--- src/rtl/fetch_sequencer.sv ---
// Fetch-side PC sequencer: advances/redirects the program counter and arbitrates the
// single-ported instruction cache against a beat-streaming block loader.
module fetch_sequencer #(
  parameter int PC_WIDTH      = 16,
  parameter int BLOCK_SIZE    = 32,
  parameter int BITS_PER_BYTE = 8,
  parameter int BEAT_WIDTH    = 64,
  parameter int RESET_PC      = 0
) (
  input  logic                                    clock_i,
  input  logic                                    reset_i,
  input  logic                                    stall_i,
  input  logic                                    offsetValid_i,
  input  logic [3:0]                              nextByteOffset_i,
  input  logic                                    redirect_i,
  input  logic [PC_WIDTH-1:0]                     redirectPC_i,
  input  logic                                    fillStart_i,
  input  logic [PC_WIDTH-1:0]                     fillAddr_i,
  input  logic                                    fillBeatValid_i,
  input  logic [BEAT_WIDTH-1:0]                   fillBeat_i,
  output logic                                    fillReady_o,
  output logic                                    fillBusy_o,
  output logic                                    fillDone_o,
  output logic [PC_WIDTH-1:0]                     PC_o,
  output logic                                    fetchEnable_o,
  output logic                                    writeEnable_o,
  output logic [PC_WIDTH-1:0]                     writeAddress_o,
  output logic [BLOCK_SIZE*BITS_PER_BYTE-1:0]     writeBlock_o
);

  localparam int BLOCK_BITS = BLOCK_SIZE * BITS_PER_BYTE;
  localparam int BEATS      = BLOCK_BITS / BEAT_WIDTH;
  localparam int OFF_BITS   = $clog2(BLOCK_SIZE);
  localparam int CNT_W      = (BEATS > 1) ? $clog2(BEATS) : 1;

  typedef enum logic [1:0] {
    ST_IDLE  = 2'd0,
    ST_FETCH = 2'd1,
    ST_WRITE = 2'd2
  } state_e;

  state_e                  state_q,  state_d;
  logic [PC_WIDTH-1:0]     pc_q,     pc_d;
  logic                    bubble_q, bubble_d;
  logic                    busy_q,   busy_d;
  logic                    ready_q,  ready_d;
  logic [CNT_W-1:0]        cnt_q,    cnt_d;
  logic [PC_WIDTH-1:0]     waddr_q,  waddr_d;
  logic [BLOCK_BITS-1:0]   block_q,  block_d;

  // Byte-offset bits of the fill address are discarded by block alignment.
  logic unused_fill_offset;
  assign unused_fill_offset = ^fillAddr_i[OFF_BITS-1:0];

  // State and datapath registers; reset discards any partial fill.
  always_ff @(posedge clock_i or negedge reset_i) begin
    if (!reset_i) begin
      state_q  <= ST_IDLE;
      pc_q     <= PC_WIDTH'(RESET_PC);
      bubble_q <= 1'b0;
      busy_q   <= 1'b0;
      ready_q  <= 1'b0;
      cnt_q    <= {CNT_W{1'b0}};
      waddr_q  <= {PC_WIDTH{1'b0}};
      block_q  <= {BLOCK_BITS{1'b0}};
    end else begin
      state_q  <= state_d;
      pc_q     <= pc_d;
      bubble_q <= bubble_d;
      busy_q   <= busy_d;
      ready_q  <= ready_d;
      cnt_q    <= cnt_d;
      waddr_q  <= waddr_d;
      block_q  <= block_d;
    end
  end

  // Next-state: PC sequencing (redirect > stall > advance) and fill beat packing.
  always_comb begin
    state_d  = state_q;
    pc_d     = pc_q;
    bubble_d = 1'b0;
    busy_d   = busy_q;
    ready_d  = ready_q;
    cnt_d    = cnt_q;
    waddr_d  = waddr_q;
    block_d  = block_q;

    case (state_q)
      ST_IDLE: begin
        state_d = ST_FETCH;
      end
      ST_FETCH: begin
        if (redirect_i) begin
          pc_d     = redirectPC_i;
          bubble_d = 1'b1;
        end else if (stall_i) begin
          pc_d = pc_q;
        end else if (offsetValid_i) begin
          pc_d = pc_q + {{(PC_WIDTH-4){1'b0}}, nextByteOffset_i};
        end else begin
          pc_d = pc_q;
        end

        if (!busy_q && fillStart_i) begin
          busy_d  = 1'b1;
          ready_d = 1'b1;
          cnt_d   = {CNT_W{1'b0}};
          waddr_d = {fillAddr_i[PC_WIDTH-1:OFF_BITS], {OFF_BITS{1'b0}}};
        end else if (ready_q && fillBeatValid_i) begin
          block_d[cnt_q*BEAT_WIDTH +: BEAT_WIDTH] = fillBeat_i;
          cnt_d = cnt_q + 1'b1;
          if (cnt_q == CNT_W'(BEATS-1)) begin
            ready_d = 1'b0;
            state_d = ST_WRITE;
          end else begin
            state_d = ST_FETCH;
          end
        end else begin
          cnt_d = cnt_q;
        end
      end
      ST_WRITE: begin
        // Cache port belongs to the write; a redirect seen now lands on the edge back into FETCH.
        state_d = ST_FETCH;
        busy_d  = 1'b0;
        if (redirect_i) begin
          pc_d     = redirectPC_i;
          bubble_d = 1'b1;
        end else begin
          pc_d = pc_q;
        end
      end
      default: begin
        state_d = ST_IDLE;
      end
    endcase
  end

  assign PC_o           = pc_q;
  assign fetchEnable_o  = (state_q == ST_FETCH) && !bubble_q;
  assign writeEnable_o  = (state_q == ST_WRITE);
  assign fillDone_o     = (state_q == ST_WRITE);
  assign fillBusy_o     = busy_q;
  assign fillReady_o    = ready_q;
  assign writeAddress_o = waddr_q;
  assign writeBlock_o   = block_q;

endmodule
--- config.mk ---
export PLATFORM = sky130hd
export DESIGN_NAME = fetch_sequencer
export DESIGN_NICKNAME = d
export VERILOG_FILES = /design/src/rtl/fetch_sequencer.sv
export SDC_FILE = /design/constraint.sdc
export NUM_CORES = 1
export LEC_CHECK = 0
export CAP_MARGIN = 0
export CORE_ASPECT_RATIO = 0.9
export CORE_UTILIZATION = 47
export DETAILED_ROUTE_END_ITERATION = 12
export GPL_TIMING_DRIVEN = 0
export PLACE_DENSITY_LB_ADDON = 0.05
export SLEW_MARGIN = 40
export SYNTH_ARGS = -nofsm -noshare
export SYNTH_HDL_FRONTEND = slang
export SYNTH_SLANG_ARGS = --single-unit
export TNS_END_PERCENT = 10
--- constraint.sdc ---
create_clock -name clock_i -period 2.2 [get_ports clock_i]
set_input_delay 0.22 -clock clock_i [delete_from_list [all_inputs] [get_ports clock_i]]
set_output_delay 0.22 -clock clock_i [all_outputs]
set_load 0.01 [all_outputs]
==> flow_summary.rst <==
.. list-table::
   :header-rows: 1

   * - Metric
     - Value
   * - Routed wire length
     - 39.40 mm
   * - Data required time at the worst endpoint
     - 2610 ps
   * - Grt ovf
     - 0
   * - Post-Syn Area per Cell
     - 9.401 um2
   * - Cell accounting for the most synthesized area
     - sky130_fd_sc_hd__dfrtp_1
   * - Setup slack of the critical path after layout
     - 23.09 ps
   * - Clk pin slew, worst setup/hold paths
     - 60 ps
   * - Critical setup path kind
     - flop to flop
   * - Leakage component of the power
     - 8.775 nW
   * - Buffers added on ports
     - 389
   * - Filler cell count in the final layout
     - 2,040
   * - Multi-input combinational cell area
     - 3749 um2
   * - Diodes inserted
     - 0
   * - Power Density
     - 666.2 nW/um2
   * - Actual slew at the worst max-slew pin
     - 532.2 ps
   * - Peak VDD IR
     - 601.3 uV
   * - Net count, final
     - 1,880
   * - Slack of the worst reg-to-reg path
     - 20 ps
   * - Remaining design rule violation count
     - 0
   * - Worst skew pair latency
     - 550 ps
   * - Final weighted congestion of routability-driven global placement
     - 0.8954
   * - Topmost layer with routed signal wires
     - met4
   * - Mean routed wirelength per cell
     - 18.49 um
   * - Die outline height
     - 156.3 um
   * - Sum of negative setup slack
     - 0 ps
   * - Max-slew violation count
     - 0
   * - Share of cells above drive strength 1
     - 10.15%
   * - Achievable clock frequency
     - 459.4 MHz
   * - Largest cells by area after synthesis
     - sky130_fd_sc_hd__dfrtp_1 58%, sky130_fd_sc_hd__nand3_1 11%, sky130_fd_sc_hd__o21ai_0 9.9%, sky130_fd_sc_hd__inv_1 8.0%, sky130_fd_sc_hd__buf_2 1.5%
   * - EDFF count, synth
     - 0
   * - Crit Reg-Reg Startpoint
     - PC_o[0]
   * - Post-detailed-route via-to-cell ratio
     - 5.251
   * - Final antenna-violating net count
     - 0
   * - Top cell types by occurrence after synthesis
     - 290 x sky130_fd_sc_hd__dfrtp_1, 267 x sky130_fd_sc_hd__nand3_1, 264 x sky130_fd_sc_hd__inv_1
   * - IO Count
     - 400
   * - Placement-stage worst setup slack
     - -337.2 ps
   * - Synthesis warning total
     - 0
   * - Detailed placer's ending HPWL
     - 28.10 mm
   * - Clock root cell
     - sky130_fd_sc_hd__clkbuf_16
   * - Final core area utilization
     - 70.03%
   * - Share of async-settable or async-resettable flops after synthesis
     - 100.0%
   * - Run status
     - completed
   * - Largest driver fanout on the critical path
     - 4
   * - Slew margin rel.
     - 64.36%
   * - Terminus of the critical flop-to-flop path
     - PC_o[8]
   * - FF/Latch Area
     - 7259 um2
   * - Area share of the leading cell type in the synthesized netlist
     - 58.35%
   * - Die footprint
     - 27,120 um2
   * - Final setup skew
     - 5.699 ps
   * - TritonCTS sink count
     - 290
   * - DR vias
     - 11,190
   * - Core Region
     - 25,990 um2
   * - Via count of the first global-routing pass
     - 10,730
   * - Number of instances in the synthesized netlist
     - 1,323
   * - Number of buffers created by CTS
     - 31
   * - Clock period minus worst slack
     - 2177 ps
   * - Flip-flop and latch count after synthesis
     - 290
   * - Cell area after technology mapping
     - 12,440 um2
   * - Maximum number of pins on one net before global-route repair
     - 75
   * - Unrepaired setup endpoints after global routing
     - true
   * - Std-Cell Rows
     - 56
   * - Sequential-to-total area share from yosys stat
     - 58.35%
   * - Overall die width
     - 173.5 um
   * - Share of the clock period used by the worst path after layout
     - 98.95%
   * - Synth-to-Final Area Change
     - 46.37%
   * - Count of maximum capacitance violations
     - 0
   * - Kind of end point of the critical path
     - flop
   * - Antenna violations before repair
     - 0
   * - Worst r2r path cells
     - 8
   * - Wire length of the first global-routing pass
     - 61.39 mm
   * - Clock tree from TritonCTS
     - done
   * - DRC violation total after the first TritonRoute iteration
     - 883
   * - CP Data Arrival Time
     - 2590 ps
   * - Amount of wire on met2 after detailed routing
     - 18.47 mm
   * - Min-Delay Path Class
     - primary input to asynchronous set/reset pin
   * - Final setup vio count
     - 0
   * - CTS HTree Levels
     - 1
   * - Overall power of the completed layout
     - 12.13 mW
   * - Routed length on met1
     - 16.68 mm
   * - Hold Vio Cnt, Final
     - 0
   * - Count of cell types in the netlist
     - 50
   * - Final instance count without filler cells
     - 2,131
   * - Drt pass-1 iters
     - 5
   * - CP Launch Type
     - flop
   * - Buffer levels on the longest clock path
     - 3
   * - Initial Util
     - 47.84%
   * - Most repeated cell in the gate-level netlist after synthesis
     - sky130_fd_sc_hd__dfrtp_1
   * - Top FF cell, synth
     - sky130_fd_sc_hd__dfrtp_1
   * - Placed cells
     - 2,068
   * - Routed wire length on met3
     - 3.149 mm
   * - GRT Resource Usage Total
     - 29.07%
## critical path, cell delays in order, from the launching register on
cell and delay (ps):
sky130_fd_sc_hd__dfrtp_1 410, sky130_fd_sc_hd__ha_2 200, sky130_fd_sc_hd__fa_2 370, sky130_fd_sc_hd__a211o_1 290
sky130_fd_sc_hd__o211ai_1 270, sky130_fd_sc_hd__buf_4 200, sky130_fd_sc_hd__o21ai_0 80, sky130_fd_sc_hd__a21oi_1 160
sky130_fd_sc_hd__a21oi_1 60
## final cells by class
type	instances	share of cell area, %
flip-flops and latches	290	39.88
repair buffers	398	22.23
multi-input cells	675	20.59
inverters	264	5.444
clock buffers	41	4.853
plain buffers	98	3.148
well taps	348	2.392
clock inverters	17	1.464
## placed cells by master (no fill, tap or decap), drive strengths merged, types with 2 or more instances in the layout
| cell type | count |
|---|---|
| clkdlybuf4s50 | 386 |
| dfrtp | 290 |
| o21ai | 268 |
| nand3 | 267 |
| inv | 265 |
| buf | 87 |
| clkbuf | 62 |
| nor2 | 16 |
| nand2 | 16 |
| a21oi | 15 |
| ha | 14 |
| mux2 | 12 |
| nor3 | 9 |
| clkinv | 8 |
| bufinv | 7 |
| and3 | 6 |
| o22ai | 6 |
| conb | 5 |
| nor3b | 5 |
| nor2b | 4 |
| and2 | 3 |
| a31oi | 3 |
| nand4 | 2 |
| a311oi | 2 |
| a2bb2oi | 2 |
## state kept, by name, summed over array words and instances (netlist names)
signal          flops
cnt_q               2
writeAddress_o     11
PC_o               16
fillBusy_o          1
writeBlock_o      256
bubble_q            1
state_q             2
fillReady_o         1
## routing by layer
| layer | vias up | global-route usage, % |
|---|---|---|
| met3 | 66 | 5.977 |
| met1 | 5443 | 40.09 |
| met2 | 470 | 46.59 |
| met5 | - | 0 |
| met4 | 0 | 8.470 |
| li1 | 5210 | - |
## cells by family (layout without fill, tap and decap cells)
kind of cell | after synthesis | count (layout) | share of synthesized area (%)
AO/OA/AOI/OAI | 309 | 309 | 13.15
XOR/XNOR | 2 | 2 | 0.1409
adder cells (fa/ha/maj) | 15 | 15 | 1.569
buffers and inverters | 362 | 818 | 12.20
flip-flops | 290 | 290 | 58.35
multiplexers | 13 | 13 | 1.167
other | 1 | 5 | 0.03015
AND/OR/NAND/NOR | 331 | 331 | 13.39
## repair_timing
action / 4_1_cts / 5_1_grt
pin swaps: 1 / 5
hold buffers: 1 / 0
setup buffers: 3 / 1
hold endpoints to repair: 147 / 0
setup endpoints to repair: 245 / 248
resized for setup: 27 / 21
## power breakdown
group	internal, mW	switching [mW]
logic	0.418	0.449
registers	5.39	0.0807
clock network	3.63	2.16
## worst max-delay path by stage
stage                    end           startpoint  depth (start not counted)  slack [ps]
floorplan           PC_o[14]              PC_o[0]                          7         150
global placement    PC_o[12]              reset_i                          1      -11800
detailed placement  PC_o[12]  nextByteOffset_i[0]                          8        -340
CTS                 PC_o[12]              PC_o[0]                          7         -90
global route         PC_o[8]              PC_o[0]                          8         -90
finish               PC_o[8]              PC_o[0]                          8          20
## metrics by stage
stage               hold slack (ps)  cell area [um2]
finish                        50.66            18200
detailed placement            20.62            16900
CTS                           27.50            18140
global route                  45.46            18200
floorplan                    -75.59            12450
global placement              486.4            16780
(Power assumes the default switching activity.)
